[src/rtl/riscv_pipe_pkg.sv]
// Shared types for the pipeline boundary registers: default widths, the
// skid-buffer occupancy encoding and the MEM/WB payload layout.
package riscv_pipe_pkg;

    localparam int DATA_W_DEF  = 32;
    localparam int RADDR_W_DEF = 5;
    localparam int CNT_W_DEF   = 16;

    // Occupancy of a two-entry skid buffer.
    typedef enum logic [1:0] {
        ST_EMPTY = 2'd0,
        ST_ONE   = 2'd1,
        ST_TWO   = 2'd2
    } skid_state_e;

    // MEM/WB payload at the default widths. mem_wb_stage builds the same
    // field order at its own parameter widths.
    typedef struct packed {
        logic [RADDR_W_DEF-1:0] rd;
        logic                   rd_sel;
        logic [DATA_W_DEF-1:0]  result;
        logic [DATA_W_DEF-1:0]  read_data;
        logic                   memtoreg;
        logic                   regwrite;
        logic                   regwrite_float;
    } mem_wb_payload_t;

    // Writeback source select at the default width.
    function automatic logic [DATA_W_DEF-1:0] wb_select(
        input logic                  memtoreg,
        input logic [DATA_W_DEF-1:0] result,
        input logic [DATA_W_DEF-1:0] read_data
    );
        return memtoreg ? read_data : result;
    endfunction

endpackage

[src/rtl/pipe_skid_buf.sv]
// Generic valid/ready buffer over a packed payload.
//
//   state    | meaning
//   ---------+-------------------------------------------------------------
//   ST_EMPTY | nothing held, out_valid=0
//   ST_ONE   | head entry in main register
//   ST_TWO   | head in main, next entry parked in skid; input refused
//
// SKID_EN=1: in_ready is a flop decoded from the next state, so the input
// side never sees a combinational path from out_ready.
// SKID_EN=0: only ST_EMPTY/ST_ONE are reachable; in_ready is combinational
// and a simultaneous dequeue/accept reloads the main register.
module pipe_skid_buf
    import riscv_pipe_pkg::*;
#(
    parameter int W       = 8,
    parameter bit SKID_EN = 1'b1
) (
    input  logic         clk,
    input  logic         rst,
    input  logic         flush,
    input  logic         in_valid,
    output logic         in_ready,
    input  logic [W-1:0] in_data,
    output logic         out_valid,
    input  logic         out_ready,
    output logic [W-1:0] out_data
);

    skid_state_e  state_q;
    skid_state_e  state_d;
    logic [W-1:0] main_q;
    logic [W-1:0] main_d;
    logic [W-1:0] skid_q;
    logic         accept;
    logic         deq;

    assign out_valid = (state_q != ST_EMPTY);
    assign out_data  = main_q;
    assign deq       = out_valid & out_ready;
    // An input offered during flush is dropped even when in_ready is high.
    assign accept    = in_valid & in_ready & ~flush;

    // Next occupancy and next head contents.
    always_comb begin
        state_d = state_q;
        main_d  = main_q;
        case (state_q)
            ST_EMPTY: begin
                if (accept) begin
                    state_d = ST_ONE;
                    main_d  = in_data;
                end
            end
            ST_ONE: begin
                if (accept && deq) begin
                    main_d = in_data;
                end else if (accept) begin
                    state_d = ST_TWO;
                end else if (deq) begin
                    state_d = ST_EMPTY;
                end
            end
            ST_TWO: begin
                if (deq) begin
                    state_d = ST_ONE;
                    main_d  = skid_q;
                end
            end
            default: begin
                state_d = ST_EMPTY;
            end
        endcase
        if (flush) begin
            state_d = ST_EMPTY;
        end
    end

    // Occupancy and head register.
    always_ff @(posedge clk) begin
        if (rst) begin
            state_q <= ST_EMPTY;
            main_q  <= '0;
        end else begin
            state_q <= state_d;
            main_q  <= main_d;
        end
    end

    if (SKID_EN) begin : g_skid
        logic [W-1:0] skid_r;
        logic         ready_r;
        logic         load_skid;

        assign load_skid = (state_q == ST_ONE) & accept & ~deq;
        assign skid_q    = skid_r;
        assign in_ready  = ready_r;

        // Skid entry capture and registered ready (low through reset).
        always_ff @(posedge clk) begin
            if (rst) begin
                skid_r  <= '0;
                ready_r <= 1'b0;
            end else begin
                if (load_skid) begin
                    skid_r <= in_data;
                end
                ready_r <= (state_d != ST_TWO);
            end
        end
    end else begin : g_single
        assign skid_q   = '0;
        assign in_ready = (state_q == ST_EMPTY) | out_ready;
    end

endmodule

[src/rtl/mem_wb_stage.sv]
// MEM/WB pipeline boundary: buffers the writeback payload, resolves the
// writeback data, gates write enables with valid and counts stall cycles.
module mem_wb_stage
    import riscv_pipe_pkg::*;
#(
    parameter int DATA_W            = DATA_W_DEF,
    parameter int RADDR_W           = RADDR_W_DEF,
    parameter bit SKID_EN           = 1'b1,
    parameter bit ZERO_REG_SUPPRESS = 1'b1,
    parameter int CNT_W             = CNT_W_DEF
) (
    input  logic               clk,
    input  logic               rst,
    input  logic               flush,
    input  logic               in_valid,
    output logic               in_ready,
    input  logic [RADDR_W-1:0] in_rd,
    input  logic               in_rd_sel,
    input  logic [DATA_W-1:0]  in_result,
    input  logic [DATA_W-1:0]  in_read_data,
    input  logic               in_memtoreg,
    input  logic               in_regwrite,
    input  logic               in_regwrite_float,
    output logic               out_valid,
    input  logic               out_ready,
    output logic [RADDR_W-1:0] out_rd,
    output logic               out_rd_sel,
    output logic [DATA_W-1:0]  out_wb_data,
    output logic               out_memtoreg,
    output logic               out_regwrite,
    output logic               out_regwrite_float,
    output logic [CNT_W-1:0]   stall_cnt
);

    // Same field order as mem_wb_payload_t, sized by this instance.
    typedef struct packed {
        logic [RADDR_W-1:0] rd;
        logic               rd_sel;
        logic [DATA_W-1:0]  result;
        logic [DATA_W-1:0]  read_data;
        logic               memtoreg;
        logic               regwrite;
        logic               regwrite_float;
    } payload_t;

    localparam int PAY_W = $bits(payload_t);

    payload_t           pay_in;
    payload_t           pay_head;
    logic [PAY_W-1:0]   head_bits;
    logic               head_valid;
    logic               rd_is_zero;
    logic [CNT_W-1:0]   stall_cnt_q;

    assign pay_in.rd             = in_rd;
    assign pay_in.rd_sel         = in_rd_sel;
    assign pay_in.result         = in_result;
    assign pay_in.read_data      = in_read_data;
    assign pay_in.memtoreg       = in_memtoreg;
    assign pay_in.regwrite       = in_regwrite;
    assign pay_in.regwrite_float = in_regwrite_float;

    pipe_skid_buf #(
        .W       (PAY_W),
        .SKID_EN (SKID_EN)
    ) u_buf (
        .clk       (clk),
        .rst       (rst),
        .flush     (flush),
        .in_valid  (in_valid),
        .in_ready  (in_ready),
        .in_data   (pay_in),
        .out_valid (head_valid),
        .out_ready (out_ready),
        .out_data  (head_bits)
    );

    assign pay_head  = payload_t'(head_bits);
    assign out_valid = head_valid;

    // Writeback mux and enable gating straight off the head register.
    always_comb begin
        out_rd       = pay_head.rd;
        out_rd_sel   = pay_head.rd_sel;
        out_memtoreg = pay_head.memtoreg;
        out_wb_data  = pay_head.memtoreg ? pay_head.read_data : pay_head.result;
        rd_is_zero   = (pay_head.rd == '0);
        out_regwrite = head_valid & pay_head.regwrite
                       & ~(ZERO_REG_SUPPRESS & rd_is_zero);
        out_regwrite_float = head_valid & pay_head.regwrite_float;
    end

    // Saturating back-pressure counter; only rst clears it.
    always_ff @(posedge clk) begin
        if (rst) begin
            stall_cnt_q <= '0;
        end else if (head_valid && !out_ready && (stall_cnt_q != '1)) begin
            stall_cnt_q <= stall_cnt_q + {{(CNT_W-1){1'b0}}, 1'b1};
        end
    end

    assign stall_cnt = stall_cnt_q;

endmodule
[config.mk]
export PLATFORM = sky130hd
export DESIGN_NAME = mem_wb_stage
export DESIGN_NICKNAME = d
export VERILOG_FILES = /design/src/rtl/riscv_pipe_pkg.sv /design/src/rtl/pipe_skid_buf.sv /design/src/rtl/mem_wb_stage.sv
export SDC_FILE = /design/constraint.sdc
export NUM_CORES = 1
export LEC_CHECK = 0
export ABC_AREA = 1
export CAP_MARGIN = 0
export CORE_MARGIN = 1
export CORE_UTILIZATION = 40
export CTS_CLUSTER_DIAMETER = 60
export DETAILED_ROUTE_END_ITERATION = 8
export GPL_ROUTABILITY_DRIVEN = 0
export PLACE_DENSITY = 0.62
export SLEW_MARGIN = 10
export SYNTH_ARGS = -nofsm -noshare
export SYNTH_HDL_FRONTEND = slang
export SYNTH_HIERARCHICAL = 1
export SYNTH_SLANG_ARGS = --single-unit
[constraint.sdc]
create_clock -name clk -period 2.9 [get_ports clk]
set_clock_uncertainty 0.15 [all_clocks]
set_input_delay 0.435 -clock clk [delete_from_list [all_inputs] [get_ports clk]]
set_output_delay 0.435 -clock clk [all_outputs]
set_load 0.05 [all_outputs]
Yosys cells after proc, flatten, opt, wreduce, memory -nomap -nowiden
Cells that the tools add are included.
{ "word_totals": {"word_cells": 45, "output_inout_bits": 59, "regBits": 165, "input_bits": 78} }
{ "op_classes": {"n_eq_ne": 7, "addsub": 1, "bitwise": 11, "n_mux": 12, "reduce_logical": 9} }
{ "op_table": {"columns": ["operator", "n"], "rows": [
  ["$mux 73", 3],
  ["$pmux 73 s3", 1],
  ["$mux 32", 1],
  ["$add 16x1->16 const B", 1],
  ["$ne 16x16->1 const B", 1],
  ["$mux 2", 6],
  ["$and 1x1->1", 8],
  ["$ne 2x1->1 const B", 3],
  ["$pmux 2 s3", 1],
  ["$logic_not 5->1", 1],
  ["$reduce_and 4->1", 1],
  ["$logic_and 1x1->1", 3],
  ["$not 1->1", 3],
  ["$reduce_bool 3->1", 1],
  ["$eq 2x1->1 const B", 1],
  ["$eq 2x2->1 const B", 1],
  ["$logic_not 2->1", 1],
  ["$ne 2x2->1 const B", 1],
  ["$reduce_bool 2->1", 1],
  ["$logic_not 1->1", 1]
]} }

Logic depth before layout (Yosys ltp)
{ "depth": {"ltp_word": 8, "depth_mapped": 10, "ltp_nobuf": 10} }

Cells and area by module
The synthesis kept the hierarchy.
{ "by_module_without_submodules": {"columns": ["mod", "cells_per_inst", "n_inst", "area_each_um2"], "rows": [
  ["pipe_skid_buf", 1113, 1, 6896.6],
  ["mem_wb_stage", 206, 1, 1436.4]
]} }

Least setup slack after synthesis
Ideal clock, no wire load.
{ "synth_timing": {"path_type": "register -> output", "startpoint": "register u_buf.main_q[2] (netlist: u_buf/out_data[2])", "endpoint": "output out_wb_data[2]", "stages_incl_launch_ff": 4, "arrival_time_ns": 1.611, "path_buffers": 2, "t_required_ns": 2.315, "slack_ns": 0.704, "cell_sequence": "dfxtp_1 -> clkbuf_1 -> buf_2 -> mux2_1"} }
{ "synth_via": {"elab_chain_cells": 1} }
{ "synth_lines": {"columns": ["element", "line", "text"], "rows": [
  ["start, declared", "pipe_skid_buf.sv:32", "logic [W-1:0] main_q;"],
  ["start signal, assigned", "pipe_skid_buf.sv:86", "main_q <= main_d;"],
  ["$mux 32", "mem_wb_stage.sv:86", "out_wb_data = pay_head.memtoreg ? pay_head.read_data : pay_head.result;"],
  ["end, declared", "mem_wb_stage.sv:28", "output logic [DATA_W-1:0] out_wb_data,"]
]} }
No other way between the ends.

Worst setup path after layout
{ "layout_timing": {"startpoint": "register u_buf.state_q[1]", "endpoint": "output out_regwrite"} }
{ "layout_via": {"elab_chain_cells": 3} }
{ "layout_lines": {"columns": ["element", "line", "text"], "rows": [
  ["start, declared", "pipe_skid_buf.sv:30", "skid_state_e state_q;"],
  ["start signal, assigned", "pipe_skid_buf.sv:85", "state_q <= state_d;"],
  ["$reduce_bool 2->1", "pipe_skid_buf.sv:38", "assign out_valid = (state_q != ST_EMPTY);"],
  ["$and 1x1->1", "mem_wb_stage.sv:88", "out_regwrite = head_valid & pay_head.regwrite"],
  ["$and 1x1->1", "mem_wb_stage.sv:89", "& ~(ZERO_REG_SUPPRESS & rd_is_zero);"],
  ["end, declared", "mem_wb_stage.sv:30", "output logic out_regwrite,"]
]} }
No other way between the ends.

==> qor.csv <==
metric;value;unit
outcome;complete, no violations;
max cap viols;0;
period utilization;93.03;%
hold path startpoint;u_buf/out_data[22]$_SDFFE_PP0P_;
n_diodes;0;
Area Overhead vs Synth;25.15;%
critical path's slowest cell;clkdlybuf4s50_1;
leakage;5.323;nW
crit start category;flip-flop;
post-synth top area cell;dfxtp_1;
Post-Synth Adder-Cell Area;0.1502;%
share of the synthesized netlist area taken by xor and xnor gates;0.2102;%
TritonRoute pass-1 iters;5;
layout cells sized above 1;6.793;%
post-synthesis sequential area ratio;39.64;%
drt drc;0;
simple-gate share of the synthesized area;37.01;%
post-route setup TNS;0;ns
top-area cell type share of the netlist area;39.64;%
Final Setup Violations;0;
Post-CTS Setup Inserts;0;
mux share of post-synthesis cell area;4.324;%
ANT nets after route;0;
Die Area;21410;µm²
worst-skew pair later-pin latency;0.42;ns
f_max;370.7;MHz
reg2reg end;stall_cnt[0]$_SDFFE_PP0P_;
RSZ-0062 raised after global routing;no;
Setup WS post-layout;0.2021;ns
Worst-path clk slew;0.07;ns
type of the tightest min-delay check;reg2reg;
relative slew slack;61.62;%
Vert. Die Dim;146.3;µm
maximum vdd drop;0.0003442;V
Hold Crit Endpoint;u_buf/out_data[22]$_SDFFE_PP0P_;
grt ovf;0;
register bit total from synthesis;165;
CTS sink count;165;
Post-Syn Nets;1398;
CP Data Arrival Time;2.11;ns
clock root cell;clkbuf_16;
Post-Syn Area;8333;µm²
Max Slew Vio Count;0;
cell family with most CP delay;buffers and inverters;
die width;146.3;µm
Initial Util;41.05;%
Crit path depth;5;
post-route cell area;10430;µm²
Placed Area;9802;µm²
top cells by area, synth;dfxtp_1 40%, nand2_1 19%, nor2_1 15%;
Via density;4.372;
Crit Path Class;reg2out;
min Tclk post-route;2.698;ns
Synth Area in Compound Gates;5.150;%
Post-Place Worst Slack;0.5864;ns
Cells after Synth;1319;
cts bufs inserted;17;
Final Hold Vio Count;0;
commonest non-fill, non-tap cell in the layout;nand2_1;
Iter 0 DRT Violations;365;
Hold Buf Count CTS;0;
DR vias;7424;
CTS tree;done;
FF-to-FF setup slack;0.88;ns
DP Wirelength;13080;µm
Hold Path Cell Cnt;4;
Netlist cell types;26;
Hold Slack;0.3573;ns
critical path fanouts, max;6;
core box area;20300;µm²
Worst-Margin Slew;0.5739;ns
vias in the first global route;6892;
PostCTS Resize Cnt;0;
I/O pins;137;
worst r2r path cells;8;
H-tree depth;4;
# nets final;1494;
Yosys Warn Count;6;
CP max stage delay;0.79;ns
worst-case clock buffer depth;2;
Critical Path End Type;output port;
critical-path cell list;inv_2 -> nand2_1 -> nand3_1 -> inv_1 -> clkdlybuf4s50_1;
Syn Area/Cell;6.318;µm²
main combinational cell family by area after synthesis;simple AND/OR/NAND/NOR gates;
first-pass GRT wire length;32900;µm
PwrDens;518.2;nW/µm²
R2R Path Start;stall_cnt[0]$_SDFFE_PP0P_;
Buf+Inv Stages, Crit Path;3;
Req. time, crit path;2.32;ns
# rows;52;
Post-Route WL;19470;µm
WL per Instance;11.46;µm
largest net degree at the start of global routing;75;
Total GRT Usage;18.97;%
PortBufs;136;
initial antenna violation count;0;
most frequent cells in the layout;424 x nand2_1, 327 x nor2_1, 171 x inv_1;
synth_stat cells (all sizes together):
cell type and count:
nand2 427, nor2 337, inv 173, dfxtp 165
o21ai 76, buf 48, mux2 32, clkbuf 23
nand3 20, a21oi 9, nand4 3, nor3 2
xor2 2, ha 1, nand3b 1
layout make-up:
type / count / area, µm²
Clock buffer: 17 / 425.4
Clock inverter: 15 / 201.4
Fill cell: 2067 / 9871
Inverter: 173 / 651.9
Multi-Input combinational cell: 910 / 3931
Sequential cell: 165 / 3304
Tap cell: 270 / 337.8
Timing Repair Buffer: 148 / 1577
worst register-to-register path: cells and delay by family, from the launching register on:
kind / cells / cell delay (ns)
AND/OR/NAND/NOR: 6 / 1.05
buffers and inverters: 1 / 0.12
flip-flops: 1 / 0.41
adder cells (fa/ha/maj): 1 / 0.21
metrics by stage:
step / std cells / total power [mW] / util [%]
global placement: 1666 / 3.040 / 48.29
floorplan: 1319 / 2.789 / -
detailed placement: 1666 / 3.042 / 48.29
CTS: 1698 / 5.473 / 51.37
finish: 1698 / 5.405 / 51.37
global route: 1698 / 5.628 / 51.37
state kept, by name, indices dropped and copies added (netlist names):
| register | flops |
|---|---|
| u_buf/g_skid.skid_r | 73 |
| u_buf/out_data | 73 |
| u_buf/in_ready | 1 |
| u_buf/state_q | 2 |
| stall_cnt | 16 |
kinds of logic after synthesis:
group,Yosys count
compound gates,85
xor+xnor,2
fa+ha+maj,1
buf+inv,244
flops,165
mux,32
simple gates,790
power breakdown:
part           internal, mW  switching [mW]
sequential             2.33          0.0333
clock                  1.45           0.968
combinational         0.266           0.362
total                  4.04            1.36
how the worst max path moves through the flow:
stage	to	from	slack, ns
after CTS	out_regwrite	u_buf/state_q[1]$_SDFF_PP0_	0.18
after detailed placement	u_buf/out_data[7]$_SDFFE_PP0P_	flush	0.59
after global routing	out_regwrite	u_buf/state_q[1]$_SDFF_PP0_	0.06
after global placement	u_buf/g_skid.skid_r[31]$_SDFFE_PP0P_	flush	0.63
after floorplan	out_wb_data[2]	u_buf/out_data[2]$_SDFFE_PP0P_	0.70
final	out_regwrite	u_buf/state_q[1]$_SDFF_PP0_	0.20
metal layers:
| metal | track usage, % | vias up | routed length (µm) |
|---|---|---|---|
| met2 | 33.40 | 125 | 9402 |
| met1 | 22.65 | 3207 | 8840 |
| met4 | 4.427 | 0 | 137 |
| met5 | 0 | - | 0 |
| li1 | - | 4082 | - |
| met3 | 5.438 | 10 | 1085 |
(Power assumes the default switching activity.)
